## config.mk

```make
export PLATFORM = sky130hd
export DESIGN_NAME = fifo_wr_arbiter
export DESIGN_NICKNAME = d
export VERILOG_FILES = /design/src/rtl/fifo_wr_arbiter.sv
export SDC_FILE = /design/constraint.sdc
export NUM_CORES = 1
export LEC_CHECK = 0
export ABC_CLOCK_PERIOD_IN_PS = 7000
export CORE_MARGIN = 8
export CORE_UTILIZATION = 40
export CTS_CLUSTER_DIAMETER = 40
export DETAILED_ROUTE_END_ITERATION = 10
export GPL_TIMING_DRIVEN = 0
export MAX_ROUTING_LAYER = met4
export PLACE_DENSITY_LB_ADDON = 0.08
export SLEW_MARGIN = 20
export SYNTH_ARGS = -nofsm -noshare
export SYNTH_HDL_FRONTEND = slang
export SYNTH_SLANG_ARGS = --single-unit
export TNS_END_PERCENT = 50
```

## constraint.sdc

```tcl
create_clock -name clk -period 7 [get_ports clk]
set_input_delay 1.4 -clock clk [delete_from_list [all_inputs] [get_ports clk]]
set_output_delay 1.4 -clock clk [all_outputs]
set_load 0.03 [all_outputs]
```

## src/rtl/fifo_wr_arbiter.sv

```systemverilog
// Round-robin write arbiter that shares one FIFO write port among NUM_REQ producers.
// A granted owner may burst up to MAX_BURST consecutive words.
// Ownership is released early when the owner drops its request.
// On release the arbiter re-arbitrates in the same cycle, so owner changes add no bubble.
module fifo_wr_arbiter #(
  parameter int DATA_WIDTH = 8,
  parameter int NUM_REQ    = 4,
  parameter int MAX_BURST  = 4,
  parameter int CNT_WIDTH  = 16
) (
  input  logic                          clk,
  input  logic                          rst,
  input  logic [NUM_REQ-1:0]            req,
  input  logic [NUM_REQ*DATA_WIDTH-1:0] req_data,
  output logic [NUM_REQ-1:0]            gnt,
  input  logic                          fifo_full,
  input  logic                          fifo_overflow,
  output logic                          fifo_wr_en,
  output logic [DATA_WIDTH-1:0]         fifo_data_in,
  output logic                          busy,
  output logic [$clog2(NUM_REQ)-1:0]    owner,
  output logic [CNT_WIDTH-1:0]          wr_count,
  output logic [CNT_WIDTH-1:0]          stall_count,
  output logic                          err_overflow
);

  localparam int IDX_W = $clog2(NUM_REQ);

  typedef enum logic {IDLE, BURST} state_t;

  state_t           state, state_nxt;
  logic [IDX_W-1:0] rr_ptr, rr_ptr_nxt, owner_nxt;
  logic [3:0]       burst_cnt, burst_cnt_nxt;
  logic [IDX_W-1:0] arb_start, pick_idx, grant_idx;
  logic             pick_vld, grant_vld, do_arb;

  // Index after i, wrapping at NUM_REQ (NUM_REQ need not be a power of two).
  function automatic logic [IDX_W-1:0] next_idx(input logic [IDX_W-1:0] i);
    return (int'(i) == NUM_REQ - 1) ? '0 : i + 1'b1;
  endfunction

  // First set request bit searching upward from start, modulo NUM_REQ.
  function automatic logic [IDX_W:0] find_pick(input logic [NUM_REQ-1:0] r,
                                               input logic [IDX_W-1:0]   start);
    logic [IDX_W-1:0] idx;
    logic [IDX_W:0]   res;
    res = '0;
    idx = start;
    for (int k = 0; k < NUM_REQ; k++) begin
      if (!res[IDX_W] && r[idx]) res = {1'b1, idx};
      idx = next_idx(idx);
    end
    return res;
  endfunction

  // Next-state, grant decision and bookkeeping for the owner and round-robin pointer.
  always_comb begin
    state_nxt     = state;
    rr_ptr_nxt    = rr_ptr;
    owner_nxt     = owner;
    burst_cnt_nxt = burst_cnt;
    grant_vld     = 1'b0;
    grant_idx     = owner;
    do_arb        = 1'b0;
    // A releasing owner searches from owner+1 so it only wins again when it is the sole requester.
    arb_start     = (state == BURST) ? next_idx(owner) : rr_ptr;
    {pick_vld, pick_idx} = find_pick(req, arb_start);

    case (state)
      IDLE: do_arb = 1'b1;
      BURST: begin
        if (req[owner] && (burst_cnt < 4'(MAX_BURST))) begin
          // A full FIFO only stalls the owner; ownership is kept.
          if (!fifo_full) begin
            grant_vld     = 1'b1;
            burst_cnt_nxt = burst_cnt + 4'd1;
          end
        end else begin
          rr_ptr_nxt = next_idx(owner);
          state_nxt  = IDLE;
          do_arb     = 1'b1;
        end
      end
      default: state_nxt = IDLE;
    endcase

    if (do_arb && pick_vld && !fifo_full) begin
      grant_vld = 1'b1;
      grant_idx = pick_idx;
      owner_nxt = pick_idx;
      if (MAX_BURST == 1) begin
        rr_ptr_nxt = next_idx(pick_idx);
      end else begin
        state_nxt     = BURST;
        burst_cnt_nxt = 4'd1;
      end
    end

    if (rst) grant_vld = 1'b0;
  end

  // Grant vector and FIFO write-side drive.
  always_comb begin
    gnt          = '0;
    fifo_data_in = '0;
    if (grant_vld) begin
      gnt[grant_idx] = 1'b1;
      fifo_data_in   = req_data[int'(grant_idx) * DATA_WIDTH +: DATA_WIDTH];
    end
    fifo_wr_en = |gnt;
  end

  assign busy = (state == BURST);

  // Arbiter state registers.
  always_ff @(posedge clk) begin
    if (rst) begin
      state     <= IDLE;
      rr_ptr    <= '0;
      owner     <= '0;
      burst_cnt <= '0;
    end else begin
      state     <= state_nxt;
      rr_ptr    <= rr_ptr_nxt;
      owner     <= owner_nxt;
      burst_cnt <= burst_cnt_nxt;
    end
  end

  // Statistics counters and the sticky overflow flag.
  always_ff @(posedge clk) begin
    if (rst) begin
      wr_count     <= '0;
      stall_count  <= '0;
      err_overflow <= 1'b0;
    end else begin
      if (fifo_wr_en) wr_count <= wr_count + 1'b1;
      if ((|req) && fifo_full) stall_count <= stall_count + 1'b1;
      if (fifo_overflow) err_overflow <= 1'b1;
    end
  end

endmodule

```

* Word-level counts from Yosys, hierarchy flattened
Cells that the tools add are included.
Cells by class: reductions and logical operators 20, shift operators 1, $add $sub $neg 7, magnitude comparators 8, equality and inequality tests 5, bitwise gates (word level) 3, multiplexer cells 38
Operators by type and width (count):
- adder 16 x 1 -> 16 bit (second input constant) | 2
- indexed part select 32 x 6 -> 8 bit | 1
- 2-to-1 mux 1 bit | 19
- less-than comparator 2 x 3 -> 1 bit (second input constant) | 6
- 2-to-1 mux 2 bit | 6
- 2-to-1 mux 3 bit | 4
- binary-select mux 1 bit (select 2 bit) | 5
- adder 2 x 1 -> 2 bit (second input constant) | 4
- equality test 2 x 1 -> 1 bit (second input constant) | 4
- logical AND 1 bit | 8
- 2-to-1 mux 8 bit | 1
- OR reduction 4 bit | 2
- AND reduction 3 bit | 2
- adder 4 x 1 -> 4 bit (second input constant) | 1
- zero test 1 bit | 4
- less-than comparator 4 x 3 -> 1 bit (second input constant) | 1
- 2-to-1 mux 4 bit | 1
- nonzero test 2 bit | 2
- NOT 1 bit | 3
- demux 1 bit (select 2 bit) | 1
- greater-or-equal comparator 2 x 1 -> 1 bit (second input constant) | 1
- != test 2 x 1 -> 1 bit (second input constant) | 1
- one-hot mux 1 bit (2 select lines) | 1
- AND reduction 2 bit | 1
- OR reduction 2 bit | 1
Storage, ports and cells: register bits 42, output and inout port bits 49, input port bits 40

* Longest topological paths before layout
Gate-level depths: netlist (run 1).
word-level depth 24, mapped depth 8, gate-level depth less buffers 7

* Worst setup path before layout (run 1)
Ideal clock, no wire load.
path kind input-to-output, from input req[3], to output fifo_data_in[0], stages 6, path buffers 1, data arrival time 3.390 ns, setup slack 2.210 ns, path through mux4_2 > a311o_1 > o31a_4 > buf_6 > mux2i_1 > o22ai_1
On the way: cells in the longest elaborated chain, start to end 17, elaborated cells between the ends (all ways) 32
Ends and longest elaborated chain:
- start, declared | RTL line 13 | input logic [NUM_REQ-1:0] req,
- binary-select mux 1 bit (select 2 bit) | RTL line 50 | if (!res[IDX_W] && r[idx]) res = {1'b1, idx};
- 2-to-1 mux 1 bit (implied by the code) | RTL line 50
- 2-to-1 mux 3 bit | RTL line 50
- zero test 1 bit | RTL line 50
- logical AND 1 bit | RTL line 50
- 2-to-1 mux 3 bit | RTL line 50
- zero test 1 bit | RTL line 50
- logical AND 1 bit | RTL line 50
- 2-to-1 mux 3 bit | RTL line 50
- zero test 1 bit | RTL line 50
- logical AND 1 bit | RTL line 50
- 2-to-1 mux 3 bit | RTL line 50
- logical AND 1 bit (2 in series) | RTL line 87 | if (do_arb && pick_vld && !fifo_full) begin
- 2-to-1 mux 2 bit / 2-to-1 mux 1 bit (equally long branches)
- indexed part select 32 x 6 -> 8 bit / 2-to-1 mux 1 bit (equally long branches) | RTL line 108, 99
- 2-to-1 mux 8 bit (*) | RTL line 106 | if (grant_vld) begin
- end, declared | RTL line 19 | output logic [DATA_WIDTH-1:0] fifo_data_in,
Mark *: on every way between the ends. The rest lies on a longest branch, timed or not. The select of a mux whose other input is x is not followed.

* Final worst setup path (run 1)
from input req[3], to output fifo_data_in[7]
The elaborated chain is that of the path after synthesis.

==> results by stage, run 1 <==
Placed design:
- The half-perimeter wire length after placement is approximately 4.5 mm.
- The final weighted congestion in routability-driven placement is ~0.75.
- The count of buffers added on input and output ports is 87.
- In this run, placement finished with an instance count of ~400.

Setup path:
- The start point of the critical path is req[3].
- The data required time at the worst endpoint is 5.60 ns.
- STA classifies the critical path endpoint as an output port.
- The worst setup path is launched from an input port.
- The worst register-to-register path begins at owner[0].
- The arrival time of data at the critical path endpoint is between 4 and 5 ns.
- The critical path in this run is classified as in -> out.
- The largest fanout on the critical path is 10.

Global routing:
- Entering global routing, the biggest net connects 15 pins.
- The number of global-route vias before repair came to around 1,900.
- Global routing consumed, over all layers together, 14.7% of the routing resources.
- The initial antenna violation count is 0.
- Global routing finished with a remaining overflow of 0.
- The global-route wire length before repair is about 9.0 mm.

Detailed routing:
- Dividing the detail-routed wire length by the instance count gives about 14 um.
- For this block, the via count after detailed routing is roughly 2,000.
- The wire length after detailed routing is 5.68 mm.
- In the routed layout, each cell is associated on average with a via count of around 4.9.
- For this run, design rule violations remaining after detail routing come to 0.
- The detailed-router iteration count before antenna repair is 4.
- The detailed router's first-iteration violation count is between 40 and 50.
- The residual antenna-violating net count after detailed routing is 0.

Yosys:
- By area the synthesized netlist is led by dfxtp_1 (39%), mux2i_1 (9.3%), nor2_1 (8.9%).
- Counting instances in the post-synthesis netlist gives the leading cell types as nor2_1 (51), dfxtp_1 (42), mux2i_1 (20).
- The synthesized flop and latch total is between 40 and 50.
- The number of flops mapped to enable cells by yosys is 0.
- Counting every net in the synthesized netlist gives 290.
- The cell type with the highest aggregate area in the netlist is dfxtp_1.
- The number of distinct library cells after synthesis is 36.
- The dominant combinational cell family by area after synthesis is simple AND/OR/NAND/NOR gates.
- The proportion of synthesized flip-flops having asynchronous set or reset is 0%.
- The multiplexer share of the synthesized area is roughly a tenth.
- The cell area that synthesis handed to floorplanning was roughly 0.0022 mm^2.
- Summing the areas of all xor and xnor instances in the mapped netlist gives a little under an eighth of the synthesized area.
- The average cell area after synthesis is 8.78 um^2.
- Counting every instance in the synthesized netlist gives ~250.
- Summing the areas of all compound-gate instances in the mapped netlist gives around 8.5% of the synthesized area.
- The Yosys step of the flow raised 0 warnings.
- The fraction of synthesized cell area taken by the top area cell type is about two fifths.
- The area fraction in and, or, nand and nor cells after synthesis is between 20% and 30%.
- The sequential fraction of the synthesis area is 38.9%.
- For this run, the leading register cell type out of synthesis is dfxtp_1.
- In the post-synthesis netlist, the cell with the most instances is nor2_1.
- Of the total synthesized cell area, the portion taken by full adders, half adders and majority gates is approximately 2.3%.

Finish:
- The multi-input combinational cells in the finished layout cover a total of 0.00124 mm^2.
- For this run, the number of standard cells in the final layout without fillers is 411.
- The relative area change from synthesis to final layout is 48.4%.
- The fraction of layout instances using a drive strength above 1 is 5.28%.
- The post-route core utilization is approximately three fifths.
- The number of diodes is 0.
- The number of fillers in the final layout is between 400 and 500.
- The final net count is 384.
- Summing all flip-flop and latch instances after layout gives roughly 840 um^2.

Clock network:
- The post-CTS repair timing setup buffer count is 0.
- The buffer cell driving the clock tree root is clkbuf_8.
- The longest clock path from root to sink contains 2 buffers.
- The total clock buffers created by CTS is 5.
- After clock tree synthesis, the repair step resized 0 gates.
- The number of sinks driven by the clock tree is 42.
- Clock-pin slew was measured on the worst setup and hold paths at 0.09 ns.
- The number of hold buffers added after CTS was 0.
- The maximum level of the CTS H-tree is 2.
- TritonCTS built the clock tree.
- The latest clock arrival within the worst-skew pair is a little under 0.3 ns.

Min path:
- The type of the tightest min-delay check is reg -> reg.
- The startpoint identified for the worst hold timing path is burst_cnt[0].

Timing:
- After layout, the worst path uses between 80 and 90% of the clock period.
- The maximum achievable frequency is between 150 and 200 MHz.
- The max-slew violation total from the final report is 0.
- The count of final hold-check violations is 0.
- Setup repair after global routing left no endpoint under its margin.
- The slew at the pin with the worst max-slew slack is about 0.61 ns.
- The headroom to the max-slew limit is approximately 59%.
- The worst setup skew after layout is between 0.009 and 0.01 ns.
- The number of endpoints failing setup at the final stage is 0.
- Subtracting the final worst setup slack from the clock period gives 5.80 ns.
- The summed negative setup slack over all endpoints is 0 ns.

Pwr:
- The leakage power summed over all cells is approximately 1.3 nW.
- The total power per unit cell area is 164 mW/mm^2.
- After layout, the design draws a total of ~0.53 mW.
- The maximum vdd drop is ~0.000096 V.

Floorplanning:
- The count of boundary I/O pins is ~90.
- The horizontal die dimension is about 90 um.
- The floorplan step defined a die boundary enclosing approximately 0.0080 mm^2.
- The placement row count is 26.
- The core region is 0.00517 mm^2.
- The floorplan die height is 89.5 um.
- The effective utilization at floorplan is a little over two fifths.

Status:
- The run finished with clean final reports.

Job:
- The total of max-cap violations is 0.
[cell usage in the layout (no fill, tap or decap), drive strengths merged, types with 4 or more instances in the layout]
master          n
xnor2          11
dfxtp          42
inv             7
nor2           51
o22ai           9
nand3          11
mux2i          20
nand2          14
ha              4
clkdlybuf4s50  87
and3            4
nand4           8
clkbuf         12
xor2           18
nor3            5
[area by class of cell]
| class | instances | area share, % |
|---|---|---|
| inverters | 6 | 0.703 |
| well taps | 70 | 2.73 |
| clock buffers | 5 | 2.15 |
| clock inverters | 3 | 0.585 |
| repair buffers | 87 | 27.2 |
| flip-flops and latches | 42 | 26.2 |
| plain buffers | 10 | 1.87 |
| multi-input cells | 188 | 38.6 |
[worst max-delay path, stage by stage]
cell	delay [ns]
clkdlybuf4s50_1	0.52
mux4_2	0.54
a311o_1	0.39
o31a_4	0.39
buf_6	0.16
mux2i_1	0.13
o22ai_1	0.15
clkdlybuf4s50_1	0.72
[registers in the layout, indices dropped and copies added (netlist names)]
register      flops
stall_count      16
wr_count         16
burst_cnt         4
owner             2
rr_ptr            2
busy              1
err_overflow      1
[per-stage QoR]
step | setup WS, ns | hold WS, ns | cell area (um^2)
final | 1.20 | 0.485 | 3210
after global routing | 1.09 | 0.510 | 3210
after CTS | 1.19 | 0.488 | 3210
after detailed placement | 1.21 | 0.468 | 3120
after global placement | 1.20 | 0.461 | 3120
after floorplan | 2.21 | 0.444 | 2160
[report_power, final]
part	internal (mW)	switching (mW)	leakage [nW]
Sequential	0.244	0.00626	0.340
Clock	0.0702	0.0868	0.0483
Combinational	0.0608	0.0578	0.869
Total	0.375	0.151	1.26
[logic make-up (layout without fill, tap and decap cells)]
family | after synthesis | after routing
mux | 21 | 21
simple gates | 110 | 110
flops | 42 | 42
buf+inv | 16 | 111
xor+xnor | 29 | 29
fa+ha+maj | 4 | 4
compound gates | 24 | 24
[final timing paths]
| check | end | slack [ns] | depth (start not counted) |
|---|---|---|---|
| max | fifo_data_in[7] | 1.20 | 8 |
| min | burst_cnt[0] | 0.49 | 1 |
| max reg2reg | owner[0] | 4.83 | 7 |
| min reg2reg | burst_cnt[0] | 0.49 | 1 |
[layer usage]
metal  share of wire [%]  vias up  track usage [%]
li1                    -     1040                -
met1                  45      893             17.6
met2                  46       57             22.6
met3                 8.4        7             5.79
met4                0.70        0             3.63
met5                   0        -                -
Power figures use the tool's default switching activity.
==> run 2: changes to the inputs <==
--- a/config.mk
+++ b/config.mk
@@ -5,9 +5,9 @@
 export SDC_FILE = /design/constraint.sdc
 export NUM_CORES = 1
 export LEC_CHECK = 0
-export ABC_CLOCK_PERIOD_IN_PS = 7000
+export ABC_CLOCK_PERIOD_IN_PS = 4700
 export CORE_MARGIN = 8
-export CORE_UTILIZATION = 40
+export CORE_UTILIZATION = 39
 export CTS_CLUSTER_DIAMETER = 40
 export DETAILED_ROUTE_END_ITERATION = 10
 export GPL_TIMING_DRIVEN = 0
==> constraint.sdc (replaced) <==
create_clock -name clk -period 4.7 [get_ports clk]
set_input_delay 0.94 -clock clk [delete_from_list [all_inputs] [get_ports clk]]
set_output_delay 0.94 -clock clk [all_outputs]
set_load 0.03 [all_outputs]
==> run 2 against run 1 <==
Die area increased by 2.1%. Non-clock buffer count is the same. Cell area grew 0.39%. Sequential share of layout area shrank 0.10 points. Utilization fell by 2.8 points. Via count rose by 1.2%. Register-to-register slack lost 2.3 ns. Combinational power increased by 45%. Power rose by 58%. Sequential power rose by 49%. First-iteration DRC count decreased by 20%. Clock skew about the same.
==> results by stage, run 2 (synthesized netlist as in run 1, its figures left out) <==
Setup path:
- The peak per-stage delay on the critical path is 0.54 ns.
- The endpoint kind of the worst setup timing path is an output port.
- The worst reg2reg path depth is 7.
- At the worst endpoint, the required time is about 3.8 ns.
- The arrival time of data at the critical path endpoint is around 3.6 ns.
- Walking the worst path, the cells encountered are clkdlybuf4s50_1 -> mux4_2 -> a311o_1 -> o31a_4 -> buf_6 -> mux2i_1 -> o22ai_1 -> dlygate4sd2_1.
- The critical path's slowest cell is mux4_2.
- The path type of the worst setup path is in -> out.
- The critical path launch point type is an input port.
- In this run the worst path has a maximum fanout of 10.

Finish:
- The most common cell after layout, fill and taps aside is clkdlybuf4s50_1.
- The largest registers in the layout are stall_count (16), wr_count (16), burst_cnt (4).
- Cells with a size suffix above 1 make up 5.87% of the layout.
- The number of diodes is 0.
- The final net count is 384.
- The top cell types in the final layout, fill and taps aside, are clkdlybuf4s50_1 (75), nor2_1 (51), dfxtp_1 (42).
- The cell area after layout is between 0.003 and 0.004 mm^2.
- Relative to the synthesized area, the layout overhead comes to 49.0%.
- The post-route core utilization is about 59%.
- The number of non-filler instances in the completed layout is roughly 410.

Timing:
- The slew at the pin with the worst max-slew slack is about 0.57 ns.
- The worst setup skew after layout is 0.00994 ns.
- The worst path in the final design needs a cycle of 4.57 ns, including I/O delays and setup.
- The setup slack after layout is between 0.1 and 0.15 ns.
- The summed negative setup slack over all endpoints is 0 ns.
- The number of endpoints failing setup at the final stage is 0.
- The count of final hold-check violations is 0.
- Setup repair after global routing left no endpoint under its margin.
- The final critical-path share of the clock period is a little over nine tenths.
- The headroom to the max-slew limit is between 60% and 70%.
- On the final layout, the worst hold slack is between 0.4 and 0.5 ns.
- Static timing analysis puts the maximum clock frequency at between 200 and 250 MHz.
- The max-slew violation total from the final report is 0.

Detailed routing:
- The average via count per standard cell is ~5.
- The detailed-router iteration count before antenna repair is 4.
- The residual antenna-violating net count after detailed routing is 0.
- In the routed design, unresolved DRC markers number 0.
- Wires add up to roughly 5.6 mm.
- Detailed routing inserted a total of 2,020 vias.
- Dividing the detail-routed wire length by the instance count gives between 10 and 15 um.
- The detailed router's first-iteration violation count is 36.

Pwr:
- The maximum vdd drop is around 0.00013 V.
- Overall power consumption after layout is estimated at 0.832 mW.
- For this design the ratio of total power to cell area is about 260 mW/mm^2.
- The leakage power summed over all cells is around 1.3 nW.

Floorplanning:
- Once the floorplan was initialized, standard cells occupied approximately two fifths of the core.
- From left edge to right edge, the die measures 90.4 um.
- The core footprint is approximately 0.0054 mm^2.
- The overall die area is 0.00817 mm^2.
- The initialized floorplan defines 27 standard-cell rows.
- The floorplan die height is 90.4 um.
- The count of boundary I/O pins is between 80 and 90.

Clock network:
- The clock drives 42 sinks.
- TritonCTS built the clock tree.
- The number of hold buffers added after CTS is 0.
- After clock tree synthesis, the clock-pin slew on the worst setup and hold paths is roughly 0.080 ns.
- The total clock buffers created by CTS is 5.
- The later pin in the worst-skew pair is clocked with a latency of about 0.3 ns.
- No sink is reached through more buffers than the 2 on the longest clock path.
- The buffer cell driving the clock tree root is clkbuf_8.
- CTS built an H-tree with a depth of 2.

Placed design:
- The minimum setup slack after placement is -0.171 ns.
- Including well taps, the total number of placed cells is 405.
- The final weighted congestion in routability-driven placement is 0.802.
- The cell area after placement is 0.00312 mm^2.
- The port buffer count is just under 90.
- Summed over all nets, the half-perimeter wirelength after detailed placement is approximately 4.5 mm.

Status:
- The flow ran to the end, and the final reports show no timing, DRC or antenna violations.

Global routing:
- Across every metal layer, demand over resource in global routing totals between 10 and 15%.
- The initial antenna violation count is 0.
- Entering global routing, the biggest net connects 15 pins.
- The global-route wire length before repair is 9.66 mm.
- After global routing the overflow that remains totals 0.
- The number of global-route vias before repair is around 2,000.

Job:
- Max-cap violations in this run came to 0.

Min path:
- Counting instances, the worst hold path has a depth of 2.
- The path class of the tightest hold or removal check is reg -> reg.
-- run 2: changes by cell type in the layout (fill, tap and decap cells not counted), sizes merged --
cell	previous run	this run
clkdlybuf4s50	87	75
dlygate4sd2	0	6
clkdlybuf4s15	0	3
clkbuf	12	14
bufinv	0	1
clkinv	2	1
dlymetal6s2s	0	1
-- run 2: critical path, delay by kind of cell --
kind | cells | cell delay (ns)
AOI/OAI and AO/OA | 3 | 0.92
buffers and inverters | 3 | 1.10
muxes | 2 | 0.66
-- run 2: what timing repair did --
action	CTS	global route
gates resized for setup	11	8
endpoints found under the hold margin	0	0
endpoints found under the setup margin	11	6
buffers inserted	0	0
cloned	0	0
-- run 2: layout make-up --
type	instances	area [um^2]
fill	509	2220
multi-input combinational	188	1240
timing repair buffer	87	856
sequential	42	841
tap	72	90.1
clock buffer	5	68.8
buffer	10	60.1
clock inverter	3	43.8
inverter	6	22.5
-- run 2: report_power, final --
| part | switching (mW) | total (mW) | internal, mW |
|---|---|---|---|
| Clock | 0.128 | 0.287 | 0.159 |
| Sequential | 0.00918 | 0.373 | 0.364 |
| Combinational | 0.0854 | 0.172 | 0.0862 |
| Total | 0.223 | 0.832 | 0.609 |
-- run 2: metal layers --
metal	track usage [%]	wire (um)
met3	7.56	648
met4	5.83	95
met1	16.7	2470
met2	20.7	2360
met5	-	0
-- run 2: path summary, 6_finish.rpt --
| kind | from | slack, ns | end |
|---|---|---|---|
| worst max-delay path | req[3] | 0.13 | fifo_data_in[6] |
| worst min-delay path | err_overflow | 0.48 | err_overflow |
| worst max register to register | owner[0] | 2.53 | owner[0] |
| worst min register to register | err_overflow | 0.48 | err_overflow |
